$ cat src/rtl/oqpsk_shaper_param.sv
// BPSK/QPSK/OQPSK pulse shaper: bit FIFO, per-rail symbol chains and a serial
// multiplier-free FIR that produces one saturated I/Q sample per request.
module oqpsk_shaper_param #(
  parameter int OUT_W      = 13,
  parameter int COEF_W     = 12,
  parameter int SPS        = 4,
  parameter int SPAN       = 4,
  parameter int FIFO_DEPTH = 8
) (
  input  logic                           i_clk,
  input  logic                           i_rst_n,
  input  logic                           i_en,
  input  logic [1:0]                     i_mode,
  input  logic                           i_bit,
  input  logic                           i_bit_valid,
  output logic                           o_bit_ready,
  input  logic                           i_req_sample,
  output logic                           o_ack,
  output logic [OUT_W-1:0]               o_i,
  output logic [OUT_W-1:0]               o_q,
  input  logic                           i_coef_we,
  input  logic [$clog2(SPS*SPAN)-1:0]    i_coef_addr,
  input  logic [COEF_W-1:0]              i_coef_data,
  output logic                           o_underrun
);
  localparam int TAPS  = SPS * SPAN;
  localparam int A_W   = $clog2(TAPS);
  localparam int ACC_W = COEF_W + $clog2(SPAN) + 1;
  localparam int PTR_W = $clog2(FIFO_DEPTH);
  localparam int CNT_W = PTR_W + 1;
  localparam int K_W   = $clog2(SPS);
  localparam int J_W   = (SPAN > 1) ? $clog2(SPAN) : 1;
  localparam int HALF  = SPS / 2;
  localparam int SAT_W = (ACC_W > OUT_W) ? ACC_W : OUT_W;
  localparam logic signed [SAT_W-1:0] MAX_V =
    $signed({{(SAT_W-OUT_W+1){1'b0}}, {(OUT_W-1){1'b1}}});
  localparam logic signed [SAT_W-1:0] MIN_V = ~MAX_V;

  typedef enum logic [1:0] {StIdle, StFetch, StAcc, StDone} state_e;

  state_e                   r_state, w_state_next;
  logic                     r_fifo [FIFO_DEPTH];
  logic [PTR_W-1:0]         r_wr_ptr, r_rd_ptr;
  logic [CNT_W-1:0]         r_count;
  logic [SPAN-1:0][1:0]     r_chain_i, r_chain_q;
  logic [1:0]               r_pend;
  logic [K_W-1:0]           r_k;
  logic [J_W-1:0]           r_j;
  logic                     r_oq, r_underrun, r_en_q;
  logic signed [ACC_W-1:0]  r_acc_i, r_acc_q;
  logic [OUT_W-1:0]         r_i, r_q;
  logic signed [COEF_W-1:0] r_coef [TAPS];

  logic                     w_full, w_push, w_fetch, w_need2, w_oq_in, w_have, w_pop;
  logic [CNT_W-1:0]         w_pop_n;
  logic [1:0]               w_sym_i, w_sym_q;
  logic [A_W-1:0]           w_idx_i, w_idx_q;
  logic signed [ACC_W-1:0]  w_sum_i, w_sum_q;

  function automatic logic [1:0] to_sym(input logic b);
    return b ? 2'b01 : 2'b11;
  endfunction

  function automatic logic signed [ACC_W-1:0] mac(input logic signed [ACC_W-1:0] acc,
                                                  input logic [1:0] sym,
                                                  input logic signed [COEF_W-1:0] c);
    logic signed [ACC_W-1:0] ext;
    ext = ACC_W'(c);
    if (sym == 2'b01)      return acc + ext;
    else if (sym == 2'b11) return acc - ext;
    else                   return acc;
  endfunction

  function automatic logic [OUT_W-1:0] sat(input logic signed [ACC_W-1:0] v);
    logic signed [SAT_W-1:0] e;
    e = SAT_W'(v);
    if (e > MAX_V)      return OUT_W'(MAX_V);
    else if (e < MIN_V) return OUT_W'(MIN_V);
    else                return OUT_W'(e);
  endfunction

  assign w_full      = (r_count == CNT_W'(FIFO_DEPTH));
  assign w_push      = i_bit_valid && !w_full;
  assign w_fetch     = (r_state == StFetch) && i_en;
  assign w_need2     = (i_mode != 2'd0);
  assign w_oq_in     = i_mode[1];
  assign w_have      = w_need2 ? (r_count >= CNT_W'(2)) : (r_count >= CNT_W'(1));
  assign w_pop       = w_fetch && (r_k == '0) && w_have;
  assign w_pop_n     = w_pop ? (w_need2 ? CNT_W'(2) : CNT_W'(1)) : '0;
  assign w_sym_i     = w_have ? to_sym(r_fifo[r_rd_ptr]) : 2'b00;
  assign w_sym_q     = (w_have && w_need2) ? to_sym(r_fifo[r_rd_ptr + PTR_W'(1)]) : 2'b00;

  assign o_bit_ready = !w_full;
  assign o_ack       = (r_state == StDone) && i_en;
  assign o_i         = r_i;
  assign o_q         = r_q;
  assign o_underrun  = r_underrun;

  always_comb begin
    int kq, ti, tq;
    kq = int'(r_k) + (r_oq ? HALF : 0);
    if (kq >= SPS) kq = kq - SPS;
    ti = int'(r_k) + int'(r_j) * SPS;
    tq = kq + int'(r_j) * SPS;
    w_idx_i = A_W'(ti);
    w_idx_q = A_W'(tq);
    w_sum_i = mac(r_acc_i, r_chain_i[r_j], r_coef[w_idx_i]);
    w_sum_q = mac(r_acc_q, r_chain_q[r_j], r_coef[w_idx_q]);
  end

  // DONE doubles as the idle slot so a held request repeats every SPAN+2 cycles.
  always_comb begin
    w_state_next = r_state;
    unique case (r_state)
      StIdle:  if (i_req_sample) w_state_next = StFetch;
      StFetch: w_state_next = StAcc;
      StAcc:   if (r_j == J_W'(SPAN - 1)) w_state_next = StDone;
      StDone:  w_state_next = i_req_sample ? StFetch : StIdle;
      default: w_state_next = StIdle;
    endcase
    if (!i_en) w_state_next = StIdle;
  end

  always_ff @(posedge i_clk or negedge i_rst_n) begin
    if (!i_rst_n) begin
      r_state <= StIdle;
      r_en_q  <= 1'b0;
    end else begin
      r_state <= w_state_next;
      r_en_q  <= i_en;
    end
  end

  // The FIFO is flushed once as EN falls so bits can be preloaded while EN stays low.
  always_ff @(posedge i_clk or negedge i_rst_n) begin
    if (!i_rst_n) begin
      r_wr_ptr <= '0;
      r_rd_ptr <= '0;
      r_count  <= '0;
      for (int n = 0; n < FIFO_DEPTH; n++) r_fifo[n] <= 1'b0;
    end else if (!i_en && r_en_q) begin
      r_wr_ptr <= '0;
      r_rd_ptr <= '0;
      r_count  <= '0;
    end else begin
      if (w_push) begin
        r_fifo[r_wr_ptr] <= i_bit;
        r_wr_ptr         <= r_wr_ptr + PTR_W'(1);
      end
      r_rd_ptr <= r_rd_ptr + PTR_W'(w_pop_n);
      r_count  <= r_count + CNT_W'(w_push) - w_pop_n;
    end
  end

  always_ff @(posedge i_clk or negedge i_rst_n) begin
    if (!i_rst_n) begin
      r_chain_i  <= '0;
      r_chain_q  <= '0;
      r_pend     <= '0;
      r_k        <= '0;
      r_oq       <= 1'b0;
      r_underrun <= 1'b0;
    end else if (!i_en) begin
      r_chain_i  <= '0;
      r_chain_q  <= '0;
      r_pend     <= '0;
      r_k        <= '0;
      r_underrun <= 1'b0;
    end else begin
      if (w_fetch) begin
        r_oq <= w_oq_in;
        if (r_k == '0) begin
          for (int j = SPAN - 1; j > 0; j--) r_chain_i[j] <= r_chain_i[j-1];
          r_chain_i[0] <= w_sym_i;
          if (!w_have) r_underrun <= 1'b1;
          if (w_oq_in) begin
            r_pend <= w_sym_q;
          end else begin
            for (int j = SPAN - 1; j > 0; j--) r_chain_q[j] <= r_chain_q[j-1];
            r_chain_q[0] <= w_sym_q;
          end
        end else if (w_oq_in && (r_k == K_W'(HALF))) begin
          for (int j = SPAN - 1; j > 0; j--) r_chain_q[j] <= r_chain_q[j-1];
          r_chain_q[0] <= r_pend;
        end
      end
      if (r_state == StDone) r_k <= (r_k == K_W'(SPS - 1)) ? '0 : r_k + K_W'(1);
    end
  end

  always_ff @(posedge i_clk or negedge i_rst_n) begin
    if (!i_rst_n) begin
      r_acc_i <= '0;
      r_acc_q <= '0;
      r_j     <= '0;
      r_i     <= '0;
      r_q     <= '0;
    end else if (i_en) begin
      if (r_state == StFetch) begin
        r_acc_i <= '0;
        r_acc_q <= '0;
        r_j     <= '0;
      end else if (r_state == StAcc) begin
        r_acc_i <= w_sum_i;
        r_acc_q <= w_sum_q;
        r_j     <= r_j + J_W'(1);
        if (r_j == J_W'(SPAN - 1)) begin
          r_i <= sat(w_sum_i);
          r_q <= sat(w_sum_q);
        end
      end
    end
  end

  always_ff @(posedge i_clk or negedge i_rst_n) begin
    if (!i_rst_n) begin
      for (int t = 0; t < TAPS; t++) r_coef[t] <= '0;
    end else if (!i_en && i_coef_we) begin
      r_coef[i_coef_addr] <= i_coef_data;
    end
  end

endmodule

$ cat config.mk
export PLATFORM = sky130hd
export DESIGN_NAME = oqpsk_shaper_param
export DESIGN_NICKNAME = d
export VERILOG_FILES = /design/src/rtl/oqpsk_shaper_param.sv
export SDC_FILE = /design/constraint.sdc
export NUM_CORES = 1
export LEC_CHECK = 0
export CORE_MARGIN = 3
export CORE_UTILIZATION = 50
export DETAILED_ROUTE_END_ITERATION = 12
export PLACE_DENSITY = 0.67
export SYNTH_ARGS = -nofsm -noshare
export SYNTH_HDL_FRONTEND = slang
export SYNTH_SLANG_ARGS = --single-unit
export TNS_END_PERCENT = 30
$ cat constraint.sdc
create_clock -name i_clk -period 15.7 [get_ports i_clk]
set_input_delay 3.14 -clock i_clk [delete_from_list [all_inputs] [get_ports i_clk]]
set_output_delay 3.14 -clock i_clk [all_outputs]
set_load 0.005 [all_outputs]
==> results of run 1 <==
## kinds of logic after synthesis
| logic type | after synthesis |
|---|---|
| flops | 293 |
| simple gates | 315 |
| buf+inv | 161 |
| compound gates | 262 |
| xor+xnor | 33 |
| fa+ha+maj | 87 |
| mux | 348 |
## sequential cells by signal (all words and copies together), names as in the netlist, 3 cells and up
| name | cells |
|---|---|
| r_acc_q | 15 |
| r_wr_ptr | 3 |
| r_coef | 192 |
| r_fifo | 8 |
| r_count | 4 |
| r_rd_ptr | 3 |
| o_q | 13 |
| r_chain_q | 8 |
| o_i | 13 |
| r_acc_i | 15 |
| r_chain_i | 8 |
## where the power goes
part           switching [mW]  internal, mW
clock                   0.325         0.445
sequential              0.161         0.941
combinational            1.04         0.867
total                    1.52          2.25
## cell usage in the layout (no fill, tap or decap), types with 13 or more instances in the layout
| master | instances |
|---|---|
| dfrtp_1 | 291 |
| mux2_2 | 207 |
| mux4_2 | 125 |
| nand2_1 | 116 |
| nor2_1 | 80 |
| ha_1 | 80 |
| o21ai_0 | 69 |
| inv_1 | 66 |
| a21oi_1 | 54 |
| clkdlybuf4s50_1 | 52 |
| clkbuf_16 | 34 |
| nor2b_1 | 22 |
| nand3_1 | 22 |
| xnor2_1 | 20 |
| nor3_1 | 17 |
| buf_4 | 17 |
| mux2i_1 | 16 |
| a22o_1 | 15 |
| nand2b_1 | 14 |
| a221o_1 | 13 |
## how the worst max path moves through the flow
stage	start	to	slack (ps)	cells past startpoint
3_3_place_gp	i_en	o_ack	7960	4
6_report	i_en	o_ack	7990	4
5_1_grt	i_en	o_ack	7930	4
2_1_floorplan	i_en	o_ack	8790	3
4_1_cts	i_en	o_ack	7990	4
3_5_place_dp	i_en	o_ack	7990	4
## routing by layer
metal | global-route usage [%] | vias up | share of wire [%]
met5 | 0 | - | 0.030
met4 | 5.123 | 2 | 1.7
met3 | 4.589 | 62 | 5.8
met2 | 36.81 | 315 | 47
met1 | 32.45 | 6252 | 45
li1 | - | 5588 | -
## final cells by class
class,instances,area (um2),area share [%]
sequential,293,7337,36.83
timing repair buffer,70,663.1,3.329
clock buffer,49,997.2,5.006
clock inverter,8,83.83,0.4208
multi-input combinational,1045,10020,50.30
tap,455,569.3,2.858
inverter,67,251.5,1.262
## metrics by stage
stage          total power, mW  std cells
6_report                 3.775       1987
4_1_cts                  3.783       1987
2_1_floorplan            2.487       1499
5_1_grt                  4.051       1987
3_3_place_gp             2.950       1930
3_5_place_dp             2.997       1930
## worst min-delay path, delay by kind of cell (launching register included)
kind	cells	cell delay [ps]
AOI/OAI and AO/OA	1	60
and+or+nand+nor	1	50
DFF	1	340
==> run metrics, run 1 <==
clock tree from TritonCTS built; Clock Path Buffers 3; GRT Total Usage between 20 and 25%; clk_lat worst skew between 500 and 600 ps; initial antenna violation count 1; root buf cell clkbuf_16; count of final setup violators 0; Buf+Inv Stages, Crit Path 3; die width about 200 um; ys async rst share 100.0%; # diodes 0; Layout fillers 2,888; Die H 195.6 um; Starting Density between 50% and 60%; post-synthesis compound-gate area fraction about a tenth; gr ovfl total 0; synth cell count leaders dfrtp_1 (293), mux2_2 (207), mux4_2 (125); Ports 54; Syn. warnings 0; Post-synth EDFFs 0; Vias per Instance 6.149; Hold Crit Class flop to flop; post-synthesis mux area share about 30%; Synth area leader dfrtp_1; reg2reg setup slack between 8000 and 9000 ps; CTS Buf Count 34; Final period util 49.11%; RR Startpoint r_k[0]$_DFFE_PN0P_; Crit Path Category input port to primary output; Rel. slew slack ~20%; synthesized flop and latch total between 200 and 300; Nets 1,623; Arr. time, crit path approximately 4600 ps; Pre-Repair DR Iteration Count 5; design area 0.01992 mm2; f_max around 130 MHz; cell family with most CP delay buffers and inverters; # DRC 0; Worst R2R Path Depth 15; setup ws final 7990 ps; area grow syn2layout 10.81%; Setup crit start kind input port; clock transition at the registers of the reported paths 50 ps; hold_buf cts 0; Setup crit end kind primary output; hold slack a little under 500 ps; Final Util approximately 57%; peak supply drop 132.1 uV; status finished clean; LEAKAGE roughly 8.6 nW; layout cells sized above 1 between 20% and 30%; global-route wire length before repair around 70,000 um; Synth Flop Type dfrtp_1; Crit Path Max Fanout 33; Worst path most repeated cell clkdlybuf4s50_1; worst reg2reg path endpoint o_i[5]$_DFFE_PN0P_; XOR/XNOR Fraction of Synth Area approximately 1.6%; Worst Hold End o_q[12]$_DFFE_PN0P_; Synth Net Count around 1,600; Sinks on Clock Net 293; Area after DPL about 0.019 mm2; Final Hold Vio Count 0; slowest cell delay on critical path 490 ps; Syn Inst Count roughly 1,500; Routability Congestion approximately 0.90; fin crit period around 7700 ps; Setup Skew between 20 and 25 ps; row count just under 70; RSZ-0062 raised after global routing no; Synth area leaders dfrtp_1 (41%), mux4_2 (16%), mux2_2 (13%); main combinational cell family by area after synthesis multiplexers; Worst Min Path Start o_q[12]$_DFFE_PN0P_; vias in the first global route between 10,000 and 15,000; pwr dens 189.5 mW/mm2; vias about 12,000; critical path's slowest cell clkdlybuf4s50_1; setup bufs post-CTS 0; htree depth 2; hpwl dp between 20,000 and 30,000 um; Final ANT Viol Nets 0; number of port buffers 53; Distinct cells, synth between 70 and 80; WL/cell between 20 and 25 um; sequential-to-total area share from yosys stat 40.78%; simple-gate share of the synthesized area slightly above 8%; total wire length 43,100 um; Worst Hold Path Cells 2; largest net degree at the start of global routing 79; Starting DRT DRC Count 881; pre-CTS WS between 7000 and 8000 ps; CP Cell Sequence clkdlybuf4s50_1 -> buf_4 -> and2_1 -> clkdlybuf4s50_1; Slew @ Worst Pin ~1200 ps; Post-Syn Area per Cell approximately 12 um2; CORE AREA between 0.03 and 0.04 mm2; post-CTS sizing 0; Synth top area share about two fifths; Post-Syn Area between 0.015 and 0.02 mm2; die area 0.03827 mm2; Slew Viols, Final 0; top-count cell post-synth dfrtp_1; post-synthesis adder-cell area fraction 6.305%; CP Data Required Time 12,560 ps; Sum Neg Setup Slack 0 ps; max cap viols 0
Note: power is estimated with default switching activity, not from simulation.
==> run 2, diff against run 1 <==
==> constraint.sdc (replaced) <==
create_clock -name i_clk -period 8.1 [get_ports i_clk]
set_input_delay 1.62 -clock i_clk [delete_from_list [all_inputs] [get_ports i_clk]]
set_output_delay 1.62 -clock i_clk [all_outputs]
set_load 0.005 [all_outputs]
==> run metrics, run 2 (synthesis gave the netlist of run 1 again) <==
status finished clean; Top reg by flops r_coef; f_max 162.9 MHz; pwr dens ~370 mW/mm2; most frequent cells in the layout dfrtp_1 (291), mux2_2 (207), mux4_2 (125); Final ANT Viol Nets 0; Rel. slew slack 26.69%; hpwl dp slightly below 30,000 um; Nets 1,627; setup ws final a little under 2000 ps; gr ovfl total 0; clock tree from TritonCTS built; # DRC 0; max FFs per register ~190; Sinks on Clock Net roughly 290; htree depth 2; Setup crit start kind flop; # diodes 0; CP Data Required Time approximately 8500 ps; RSZ-0062 raised after global routing no; peak supply drop between 300 and 400 uV; WL/cell 21.89 um; hold slack 480.6 ps; clk_lat worst skew between 500 and 600 ps; setup bufs post-CTS 0; post-CTS sizing 0; initial antenna violation count 0; top sig layer met4; hold_buf cts 0; Setup Skew ~25 ps; global-route wire length before repair 69,720 um; Sum Neg Setup Slack 0 ps; CP Cell Sequence buf_4 -> mux4_2 -> mux4_2 -> inv_1 -> ha_1 -> nor3_2 -> o21ai_0 -> a2111oi_2 -> o31a_1 -> nor4_1 -> o311ai_0 -> and3_4 -> nor2_2 -> a31oi_2 -> a21oi_1; clock transition at the registers of the reported paths approximately 70 ps; Routability Congestion between 0.9 and 1; area grow syn2layout 11.33%; fin crit period approximately 6100 ps; Die H 195.6 um; Starting Density between 50% and 60%; Crit. Startpoint r_k[0]$_DFFE_PN0P_; Clock Path Buffers 3; Crit Path Max Fanout 50; Pre-Repair DR Iteration Count 7; Met2 Wirelength between 20,000 and 25,000 um; slowest cell delay on critical path 1030 ps; Starting DRT DRC Count roughly 870; Met1 Wirelength about 19,000 um; Hold Crit Class flop to flop; most common cell after layout, fill and taps aside dfrtp_1; Arr. time, crit path 6510 ps; Final Hold Vio Count 0; Crit Path Category flop to flop; RR Startpoint r_k[0]$_DFFE_PN0P_; CORE AREA 0.03497 mm2; total wire length between 40,000 and 50,000 um; cell family with most CP delay compound AO/OA/AOI/OAI gates; row count 68; Buf+Inv Stages, Crit Path 2; met3 wire length between 2000 and 2500 um; CTS Buf Count 34; Largest regs r_coef: 192 flops, r_acc_i: 15 flops, r_acc_q: 15 flops; die width between 150 and 200 um; Setup crit end kind flop; Layout fillers roughly 2,900; Worst path most repeated cell mux4_2; Slew @ Worst Pin 1092 ps; vias in the first global route approximately 12,000; die area between 0.03 and 0.04 mm2; Final period util around 76%; number of port buffers 53; max cap viols 0; Slew Viols, Final 0; pre-CTS WS between 1500 and 2000 ps; Ports 54; largest net degree at the start of global routing ~170; Vias per Instance between 6 and 7; LEAKAGE 8.598 nW; critical path's slowest cell dfrtp_4; GRT Total Usage roughly 23%; layout cells sized above 1 28.61%; root buf cell clkbuf_16; count of final setup violators 0; vias around 12,000; Worst Min Path Start o_q[12]$_DFFE_PN0P_
run 2: cell count changes in the layout (fill, tap and decap cells not counted), sizes merged:
cell      before  now
inv           69   68
buf           18   22
clkinvlp       0    1
clkinv         6    5
bufinv         0    3
run 2: cell type report:
| class | instances | area, um2 | share of cell area [%] |
|---|---|---|---|
| clock buffers | 49 | 977.2 | 4.882 |
| flip-flops and latches | 293 | 7337 | 36.66 |
| clock inverters | 10 | 157.7 | 0.7876 |
| well taps | 455 | 569.3 | 2.844 |
| repair buffers | 74 | 705.7 | 3.526 |
| inverters | 67 | 251.5 | 1.256 |
| multi-input cells | 1045 | 10020 | 50.05 |
run 2: routing by layer:
layer	vias to the layer above	GRT usage [%]
met3	70	3.175
met4	0	6.179
met1	6351	32.72
met5	-	0
met2	334	37.43
li1	5604	-
run 2: worst reg2reg max path: stages (launching register included):
cell and delay [ps]:
dfrtp_4 1030, buf_4 450, mux4_2 560, mux4_2 580, inv_1 90, ha_1 310
nor3_2 210, o21ai_0 190, a2111oi_2 480, o31a_1 220, nor4_1 70, o311ai_0 600
and3_4 350, nor2_2 60, a31oi_2 640, a21oi_1 130
run 2: where the power goes:
part,leakage (nW),total [mW],internal (mW),switching (mW)
logic,4.26,3.67,1.69,1.98
clock network,0.554,1.56,0.940,0.618
registers,3.79,2.17,1.82,0.344
run 2: stage by stage:
stage	util [%]	area [um2]	cells	total power [mW]
2_1_floorplan	-	17980	1499	4.821
3_3_place_gp	53.99	18880	1934	5.740
3_5_place_dp	53.99	18880	1934	5.841
4_1_cts	57.24	20020	1993	7.434
5_1_grt	57.24	20020	1993	7.928
6_report	57.24	20020	1993	7.401
run 2: worst paths after layout:
kind	to	slack, ps	cells after the start
min in group asynchronous	o_i[8]$_DFFE_PN0P_	1070	1
max	o_i[5]$_DFFE_PN0P_	1960	15
min reg2reg	o_q[12]$_DFFE_PN0P_	480	2
min	o_q[12]$_DFFE_PN0P_	480	2
max reg2reg	o_i[5]$_DFFE_PN0P_	1960	15
max in group asynchronous	r_k[0]$_DFFE_PN0P_	5670	2
==> run 3, diff against run 2 <==
==> constraint.sdc (replaced) <==
create_clock -name i_clk -period 6.44 [get_ports i_clk]
set_input_delay 1.288 -clock i_clk [delete_from_list [all_inputs] [get_ports i_clk]]
set_output_delay 1.288 -clock i_clk [all_outputs]
set_load 0.005 [all_outputs]
==> run metrics, run 3 (synthesis gave the netlist of run 1 again) <==
Worst R2R Path Depth 19; hold_buf cts 0; Sinks on Clock Net ~300; Starting DRT DRC Count ~780; # DRC 0; largest net degree at the start of global routing 151; clock tree from TritonCTS built; Setup crit start kind flop; Ports 54; area grow syn2layout 11.94%; max FFs per register between 150 and 200; # diodes 0; CTS Buf Count 35; Vias per Instance 6.209; Clock Path Buffers 3; Sum Neg Setup Slack 0 ps; Top reg by flops r_coef; most common cell after layout, fill and taps aside dfrtp_1; Rel. slew slack 18.81%; root buf cell clkbuf_16; Arr. time, crit path between 6000 and 7000 ps; Largest regs r_coef: 192 flops, r_acc_i: 15 flops, r_acc_q: 15 flops; peak supply drop 298.7 uV; Worst Min Path Start o_i[12]$_DFFE_PN0P_; fin crit period roughly 5700 ps; total power between 9 and 10 mW; LEAKAGE around 8.7 nW; Nets between 1,500 and 2,000; vias 12,460; clk_lat worst skew around 540 ps; Setup Skew 20.16 ps; setup bufs post-CTS 0; WL/cell 22.46 um; hpwl dp around 30,000 um; Crit Path Max Fanout 12; clock transition at the registers of the reported paths about 60 ps; vias in the first global route around 12,000; pwr dens between 400 and 500 mW/mm2; post-CTS sizing 0; Final Util between 50% and 60%; Layout fillers 2,853; gr ovfl total 0; row count 68; number of port buffers 53; setup ws final approximately 750 ps; Final period util 88.37%; RSZ-0062 raised after global routing no; count of final setup violators 0; Die H between 150 and 200 um; Hold Crit Class flop to flop; CORE AREA 0.03497 mm2; status finished clean; htree depth 2; initial antenna violation count 1; Slew @ Worst Pin about 1200 ps; die area approximately 0.038 mm2; CP endpoint o_q[6]$_DFFE_PN0P_; Final Hold Vio Count 0; GRT Total Usage approximately a quarter; global-route wire length before repair around 71,000 um; max cap viols 0; f_max 175.7 MHz; pre-CTS WS ~770 ps; layout cells sized above 1 29.40%; reg2reg setup slack 750 ps; Slew Viols, Final 0; Starting Density between 50% and 60%; RR Startpoint r_k[1]$_DFFE_PN0P_; Pre-Repair DR Iteration Count 5; Crit Path Category flop to flop; CP Data Required Time around 6800 ps; Routability Congestion between 0.8 and 0.9; Setup crit end kind flop; die width 195.6 um; most frequent cells in the layout dfrtp_1 (291), mux2_2 (207), mux4_2 (125); worst reg2reg path endpoint o_q[6]$_DFFE_PN0P_; Final ANT Viol Nets 0; Crit. Startpoint r_k[1]$_DFFE_PN0P_; total wire length ~45,000 um
-- run 3: cell count changes in the layout (fill, tap and decap cells not counted), sizes merged --
cell | previous run | this run
buf | 22 | 31
bufinv | 3 | 4
clkbuf | 49 | 44
clkinv | 5 | 14
inv | 68 | 67
-- run 3: worst min path at each step --
stage | endpoint | slack, ps | cells past startpoint
global route | o_q[10]$_DFFE_PN0P_ | 520 | 1
CTS | o_i[12]$_DFFE_PN0P_ | 490 | 2
global placement | o_i[12]$_DFFE_PN0P_ | 470 | 2
finish | o_i[12]$_DFFE_PN0P_ | 480 | 2
floorplan | o_i[12]$_DFFE_PN0P_ | 470 | 2
detailed placement | o_i[12]$_DFFE_PN0P_ | 470 | 2
-- run 3: metal layers --
| layer | GRT usage [%] | up-vias | routed length (um) |
|---|---|---|---|
| li1 | - | 5615 | - |
| met1 | 35.84 | 6412 | 20840 |
| met2 | 35.62 | 355 | 20340 |
| met3 | 4.089 | 71 | 2739 |
| met4 | 6.786 | 2 | 1121 |
| met5 | 0 | - | 14 |
-- run 3: final cells by class --
cell class,instances,area (um2),share of cell area (%)
Multi-Input combinational cell,1045,10020,49.77
Sequential cell,293,7337,36.46
Clock buffer,44,949.7,4.719
Timing Repair Buffer,83,773.2,3.842
Tap cell,455,569.3,2.829
Inverter,67,251.5,1.250
Clock inverter,19,227.7,1.131
-- run 3: report_power, final --
group	internal (mW)	leakage, nW	switching [mW]
registers	2.30	3.79	0.403
clock network	1.21	0.584	0.807
logic	2.15	4.30	2.58
-- run 3: per-stage QoR --
step,cell area [um2],std cells,hold slack (ps)
floorplan,17980,1499,473.3
finish,20130,2006,481.8
global placement,18950,1943,470.4
detailed placement,18950,1943,473.3
global route,20130,2006,521.8
CTS,20130,2006,486.2
-- run 3: critical path, stage by stage, from the launching register on --
cell      delay (ps)
dfrtp_2          410
ha_2             180
ha_1             260
inv_1             40
ha_1             180
xor2_1           160
xnor2_2          610
buf_4            330
mux4_2           560
ha_1             410
nor2_1           100
o311a_1          340
or2_1            260
a211o_1          260
a221oi_1         280
or3_1            160
nand3_1          130
xor2_1           220
o21a_1           340
a221o_1          340
